`config.mk`:
```
export PLATFORM = sky130hd
export DESIGN_NAME = issue_scoreboard
export DESIGN_NICKNAME = d
export VERILOG_FILES = /design/src/rtl/corePckg.sv /design/src/rtl/reg_countdown.sv /design/src/rtl/issue_scoreboard.sv
export SDC_FILE = /design/constraint.sdc
export NUM_CORES = 1
export LEC_CHECK = 0
export CAP_MARGIN = 0
export CORE_ASPECT_RATIO = 0.5
export CORE_MARGIN = 2
export CORE_UTILIZATION = 62
export DETAILED_ROUTE_END_ITERATION = 8
export HOLD_SLACK_MARGIN = 0.08
export PLACE_DENSITY = 0.85
export SYNTH_ARGS = -nofsm -noshare
export SYNTH_HDL_FRONTEND = slang
export SYNTH_SLANG_ARGS = --single-unit
```
`constraint.sdc`:
```
create_clock -name iClk -period 9.9 [get_ports iClk]
set_input_delay 2.97 -clock iClk [delete_from_list [all_inputs] [get_ports iClk]]
set_output_delay 2.97 -clock iClk [all_outputs]
set_load 0.05 [all_outputs]
```
`src/rtl/corePckg.sv`:
```
// Shared core package: register-file geometry, default pipeline latencies and
// the issue-controller state type.
//
// Contents:
//   cRegSelBitW   width of a register address
//   cNumRegs      number of architectural registers
//   cAluLat       default cycles from issue until an ALU-class result is consumable
//   cLoadLat      default cycles from issue until a load result is consumable
//   cFlushCycles  default number of cycles issue is blocked after a flush
//   tIssueStateEnum  issue-controller FSM states
//   cntWidth()    width of a countdown that must hold values 0..lat
package corePckg;

  localparam int unsigned cRegSelBitW  = 5;
  localparam int unsigned cNumRegs     = 32;
  localparam int unsigned cAluLat      = 1;
  localparam int unsigned cLoadLat     = 3;
  localparam int unsigned cFlushCycles = 2;

  typedef enum logic [1:0] {
    eIsRun,
    eIsFence,
    eIsFlush
  } tIssueStateEnum;

  // Never returns 0 so a degenerate latency still yields a legal vector.
  function automatic int unsigned cntWidth(input int unsigned lat);
    int unsigned w;
    w = $clog2(lat + 1);
    return (w == 0) ? 1 : w;
  endfunction

endpackage

```
`src/rtl/reg_countdown.sv`:
```
// Single-register result countdown for the issue scoreboard.
//
// The counter holds the number of cycles until the in-flight result for this
// register has fully retired. A new load takes priority over the per-cycle
// decrement.
//
// Ports:
//   iClk      clock, rising edge
//   iRst      synchronous active-high reset, clears the counter
//   iLoad     load iLoadVal this cycle (overrides the decrement)
//   iLoadVal  new countdown value
//   oBusy     counter is nonzero (result still in flight)
//   oPending  counter is above 1: the result cannot even be bypassed this cycle
module reg_countdown #(
  parameter int unsigned pCntW = 2
) (
  input  logic             iClk,
  input  logic             iRst,
  input  logic             iLoad,
  input  logic [pCntW-1:0] iLoadVal,
  output logic             oBusy,
  output logic             oPending
);

  logic [pCntW-1:0] cntQ;
  logic [pCntW-1:0] cntD;

  always_comb begin
    cntD = cntQ;
    if (iLoad) begin
      cntD = iLoadVal;
    end else if (cntQ != '0) begin
      cntD = cntQ - pCntW'(1);
    end
  end

  always_ff @(posedge iClk) begin
    if (iRst) begin
      cntQ <= '0;
    end else begin
      cntQ <= cntD;
    end
  end

  assign oBusy    = (cntQ != '0);
  assign oPending = (cntQ > pCntW'(1));

endmodule

```
`src/rtl/issue_scoreboard.sv`:
```
// Register-hazard scoreboard and issue controller sitting between decode and
// execute. One countdown per architectural register tracks results in flight;
// the decoded candidate issues only when its sources are ready. The block also
// blocks issue for a fixed window after a flush and drains all outstanding
// writes before letting a fence through.
//
// A countdown of 1 means the result is produced this cycle and reaches the
// consumer through the bypass network, so only counters above 1 stall a reader.
// This gives consumer issue cycle = producer issue cycle + latency. The fence,
// by contrast, waits until every counter is fully 0.
//
// Ports:
//   iClk, iRst                    clock, synchronous active-high reset
//   iValid                        decoded candidate present
//   iRs1Addr, iRs2Addr, iRdAddr   candidate register addresses
//   iUseRs1, iUseRs2              candidate reads rs1 / rs2
//   iWritesRd                     candidate writes rd
//   iIsLoad                       candidate is a load (long latency)
//   iIsFence                      candidate is a fence
//   iFlush                        one-cycle flush request from branch resolution
//   oIssue                        candidate accepted this cycle (combinational)
//   oStall                        candidate present but held (combinational)
//   oFlushActive                  controller is in the flush window (registered)
//   oBusyVec                      bit r set while register r has a result in flight
module issue_scoreboard
  import corePckg::*;
#(
  parameter int unsigned pAluLat      = cAluLat,
  parameter int unsigned pLoadLat     = cLoadLat,
  parameter int unsigned pFlushCycles = cFlushCycles
) (
  input  logic                   iClk,
  input  logic                   iRst,
  input  logic                   iValid,
  input  logic [cRegSelBitW-1:0] iRs1Addr,
  input  logic [cRegSelBitW-1:0] iRs2Addr,
  input  logic [cRegSelBitW-1:0] iRdAddr,
  input  logic                   iUseRs1,
  input  logic                   iUseRs2,
  input  logic                   iWritesRd,
  input  logic                   iIsLoad,
  input  logic                   iIsFence,
  input  logic                   iFlush,
  output logic                   oIssue,
  output logic                   oStall,
  output logic                   oFlushActive,
  output logic [cNumRegs-1:0]    oBusyVec
);

  localparam int unsigned cCntW   = cntWidth(pLoadLat);
  localparam int unsigned cFlushW = cntWidth(pFlushCycles - 1);

  tIssueStateEnum     stateQ;
  tIssueStateEnum     stateD;
  logic [cFlushW-1:0] flushCntQ;
  logic [cFlushW-1:0] flushCntD;

  logic [cNumRegs-1:0] busyVec;
  logic [cNumRegs-1:0] pendingVec;
  logic [cNumRegs-1:0] loadVec;
  logic [cCntW-1:0]    loadVal;
  logic                hazard;
  logic                anyBusy;
  logic                issue;
  logic                rdLoad;

  // Per-register countdowns; x0 is never tracked.
  assign busyVec[0]    = 1'b0;
  assign pendingVec[0] = 1'b0;

  assign rdLoad  = issue & iWritesRd & (iRdAddr != '0);
  assign loadVal = iIsLoad ? cCntW'(pLoadLat) : cCntW'(pAluLat);

  always_comb begin
    loadVec = '0;
    if (rdLoad) begin
      loadVec[iRdAddr] = 1'b1;
    end
  end

  for (genvar r = 1; r < cNumRegs; r++) begin : gCnt
    reg_countdown #(
      .pCntW(cCntW)
    ) uCnt (
      .iClk    (iClk),
      .iRst    (iRst),
      .iLoad   (loadVec[r]),
      .iLoadVal(loadVal),
      .oBusy   (busyVec[r]),
      .oPending(pendingVec[r])
    );
  end

  assign hazard  = (iUseRs1 & pendingVec[iRs1Addr]) | (iUseRs2 & pendingVec[iRs2Addr]);
  assign anyBusy = |busyVec;

  // Next state and issue decision; iFlush overrides every state.
  always_comb begin
    stateD    = stateQ;
    flushCntD = flushCntQ;
    issue     = 1'b0;

    unique case (stateQ)
      eIsRun: begin
        issue = iValid & ~hazard & ~(iIsFence & anyBusy);
        if (iValid & iIsFence & anyBusy) begin
          stateD = eIsFence;
        end
      end
      eIsFence: begin
        if (!iValid) begin
          stateD = eIsRun;
        end else if (!anyBusy) begin
          issue  = 1'b1;
          stateD = eIsRun;
        end
      end
      eIsFlush: begin
        if (flushCntQ == '0) begin
          stateD = eIsRun;
        end else begin
          flushCntD = flushCntQ - cFlushW'(1);
        end
      end
      default: begin
        stateD = eIsRun;
      end
    endcase

    if (iFlush) begin
      issue     = 1'b0;
      stateD    = eIsFlush;
      flushCntD = cFlushW'(pFlushCycles - 1);
    end
  end

  always_ff @(posedge iClk) begin
    if (iRst) begin
      stateQ    <= eIsRun;
      flushCntQ <= '0;
    end else begin
      stateQ    <= stateD;
      flushCntQ <= flushCntD;
    end
  end

  assign oIssue       = issue;
  assign oStall       = iValid & ~issue;
  assign oFlushActive = (stateQ == eIsFlush);
  assign oBusyVec     = busyVec;

endmodule
```
==> Implementation_results.wiki <==
{| class="wikitable"
! Metric !! Value
|-
| Number of buffer cells added on primary ports || 57
|-
| Critical setup path kind || in2out
|-
| Gp weighted congestion || 0.985
|-
| Total clock buffers created by CTS || 9
|-
| Synth Warn # || 0
|-
| Number of rows created at floorplan || 23
|-
| Layout Nets || 743
|-
| Clk sinks || between 60 and 70
|-
| Highest-delay cell along the critical path || sky130_fd_sc_hd__clkdlybuf4s50_1
|-
| Hold crit path type || reg2reg
|-
| Post-Route Setup TNS || 0 ns
|-
| Pwr per Cell Area || 303 nW/um^2
|-
| Height of the die || 68.7 um
|-
| Initial antenna violation count || 0
|-
| Sort of element at the end of the critical path || output port
|-
| Aggregate global-route resource usage || 0.295
|-
| Start of the worst register-to-register path || gCnt[14].uCnt.cntQ[1]
|-
| Library cell with the largest summed area after synthesis || sky130_fd_sc_hd__dfxtp_1
|-
| Final instance count without filler cells || around 770
|-
| CTS tree || yes
|-
| Most frequent cells after synthesis || 96 x sky130_fd_sc_hd__inv_1, 80 x sky130_fd_sc_hd__nor2_1, 65 x sky130_fd_sc_hd__dfxtp_1
|-
| Register area share after synthesis || 0.251
|-
| Hold Vio Cnt, Final || 0
|-
| Dominant cells by area after synthesis || sky130_fd_sc_hd__dfxtp_1 25%, sky130_fd_sc_hd__ha_1 15%, sky130_fd_sc_hd__inv_1 6.9%
|-
| Die area || 9170 um^2
|-
| Buffers inserted during post-CTS setup optimization || 0
|-
| Arrival @ worst endpoint || approximately 6 ns
|-
| Chip Width || 133 um
|-
| Slew @ Worst Pin || 0.738 ns
|-
| Delay of the slowest cell on the worst path || 0.95 ns
|-
| Antenna Cells || 0
|-
| Cell with the most instances after synthesis || sky130_fd_sc_hd__inv_1
|-
| Number of library cell types mapped by synthesis || 53
|-
| Core region area || slightly above 8000 um^2
|-
| Max Fanout on Critical Path || 20
|-
| Skew final || 0.00771 ns
|-
| Maximum number of pins on one net before global-route repair || 67
|-
| Total wirelength of the detailed-routed design || between 10 and 15 mm
|-
| Critical Path RT || 6.93 ns
|-
| Setup repair after global routing missed its margin || false
|-
| First-pass GRT wire length || 20.3 mm
|-
| Reg2Reg Depth || 10
|-
| Total power consumption of the routed design || approximately 0.0018 W
|-
| Post-detailed-route via-to-cell ratio || 5.80
|-
| Final number of setup-violating endpoints || 0
|-
| Antenna violation net count after detailed routing || 0
|-
| Root buffer selected by CTS || sky130_fd_sc_hd__clkbuf_16
|-
| Hold Buf Count CTS || 0
|-
| Global-route congestion overflow total || 0
|-
| Proportion of layout cells with a drive suffix above 1 || 0.0891
|-
| Yosys top cell area share || 0.251
|-
| Max-slew violation total from the final report || 0
|-
| Leakage power || 2.56 nW
|-
| Share of flip-flops with an asynchronous set or reset || 0
|-
| Routed wire length per instance || 17.3 um
|-
| Outcome || complete, no violations
|-
| Share of the core filled with cells in the final layout || 0.739
|-
| I/O Pins || 59
|-
| Clock transition at path regs || about 0.050 ns
|-
| Most used flip-flop cell after synthesis || sky130_fd_sc_hd__dfxtp_1
|-
| Min-delay src || gCnt[16].uCnt.cntQ[0]
|-
| Post-cts repair resize count || 0
|-
| Post-synth EDFFs || 0
|-
| Routed vias || approximately 4500
|-
| Relative max-transition margin || 0.506
|-
| Worst Setup SP || iRs2Addr[0]
|-
| Upper clock frequency limit || 112 MHz
|-
| Total instance count after detailed placement || 758
|-
| Total nets after synthesis || 722
|-
| Avg Synthesized Cell Area || 8.17 um^2
|-
| DRC marker count from the first detailed-route iteration || 438
|-
| Cell chain of the critical path || clkdlybuf4s50_1 > nand2_1 > o311ai_0 > o311ai_0 > a221oi_1 > a21oi_2 > a41oi_2 > nor2_1 > clkdlybuf4s50_1
|-
| Number of instances in the synthesized netlist || 636
|-
| Startpoint types || input port
|-
| Synthesized cell area || 5190 um^2
|-
| Filler cell count || 619
|-
| Post-route fraction of the period consumed by the critical path || 0.904
|-
| Initial core utilization || 0.645
|-
| Worst voltage drop across the vdd grid || 0.000182 V
|-
| Detailed-router iteration count before antenna repair || 5
|-
| Worst hold path depth || 2
|-
| DRC violation count after routing || 0
|-
| HPWL after detailed placement || 9.38 mm
|-
| Via count of the first global-routing pass || 4121
|-
| Worst-case clock buffer depth || 2
|-
| Final period demand of the worst path || 8.95 ns
|-
| Synthesis-stage register bit count || 65
|-
| Clock Latency Late Sink || between 0.3 and 0.4 ns
|-
| Max-cap viol count || 0
|-
| Number of levels the H-tree was split into || 3
|-
| Layout overhead on the synthesized area || 14.7%
|}
-- worst max-delay path: cells and delay by family --
kind            cells  cell delay (ns)
compound gates      5             1.04
buf+inv             2             1.67
simple gates        2             0.28
-- registers in the layout, summed over array words and instances, names as in the netlist --
register        flops
gCnt.uCnt.cntQ     62
flushCntQ           1
stateQ              2
-- cell families after synthesis --
family                     after synthesis  share of synthesized area
xor gates and xnor gates                31                     0.0523
buffers and inverters                  151                      0.134
muxes                                   38                     0.0988
and+or+nand+nor                        193                      0.197
AOI/OAI and AO/OA                       95                      0.117
other                                    1                   0.000722
DFF                                     65                      0.251
adders and majority gates               62                      0.149
-- layout by cell type, fill, tap and decap left out, drive strengths merged, types with 6 or more instances in the layout --
master         instances
inv                   98
nor2                  80
dfxtp                 65
ha                    62
a21oi                 61
clkdlybuf4s50         55
mux2                  31
xor2                  24
or3                   20
nor3                  15
nor2b                 12
nand3b                11
nand2b                10
clkbuf                10
nand2                  9
o311ai                 7
nand3                  7
nand4                  7
xnor2                  7
o21ba                  7
or4                    7
mux4                   6
buf                    6
-- where the power goes --
group          leakage (nW)  switching [W]  internal [W]
clock network         0.169       0.000122      0.000254
logic                  1.86       0.000617      0.000396
registers             0.537      0.0000697      0.000345
-- metal layers --
layer,share of wire,vias to the layer above,track usage
li1,-,2150,-
met1,0.43,2100,0.372
met5,0,-,0
met4,0.021,0,0.112
met3,0.099,31,0.0906
met2,0.45,212,0.486
-- metrics by stage --
stage          cell area (um^2)  hold slack (ns)  setup WS, ns
4_1_cts                    5960            0.582         0.996
2_1_floorplan              5190            0.443          1.32
3_3_place_gp               5600            0.463          1.04
5_1_grt                    5960            0.604         0.801
6_report                   5960            0.585         0.952
3_5_place_dp               5600            0.486          1.01
-- worst paths after layout --
check / endpoint / slack [ns]
worst max-delay path: oIssue / 0.95
worst min-delay path: gCnt[16].uCnt.cntQ[0] / 0.58
worst max register to register: gCnt[8].uCnt.cntQ[1] / 6.60
worst min register to register: gCnt[16].uCnt.cntQ[0] / 0.58
-- final cells by class --
cell class                 count  area (um^2)  area share
clock buffer                  10          239      0.0401
clock inverter                 6          115      0.0193
inverter                     100          375      0.0630
multi-input combinational    420         3190       0.536
sequential                    65         1300       0.218
tap                          112          140      0.0235
timing repair buffer          61          593      0.0995
Power figures use the tool's default switching activity.
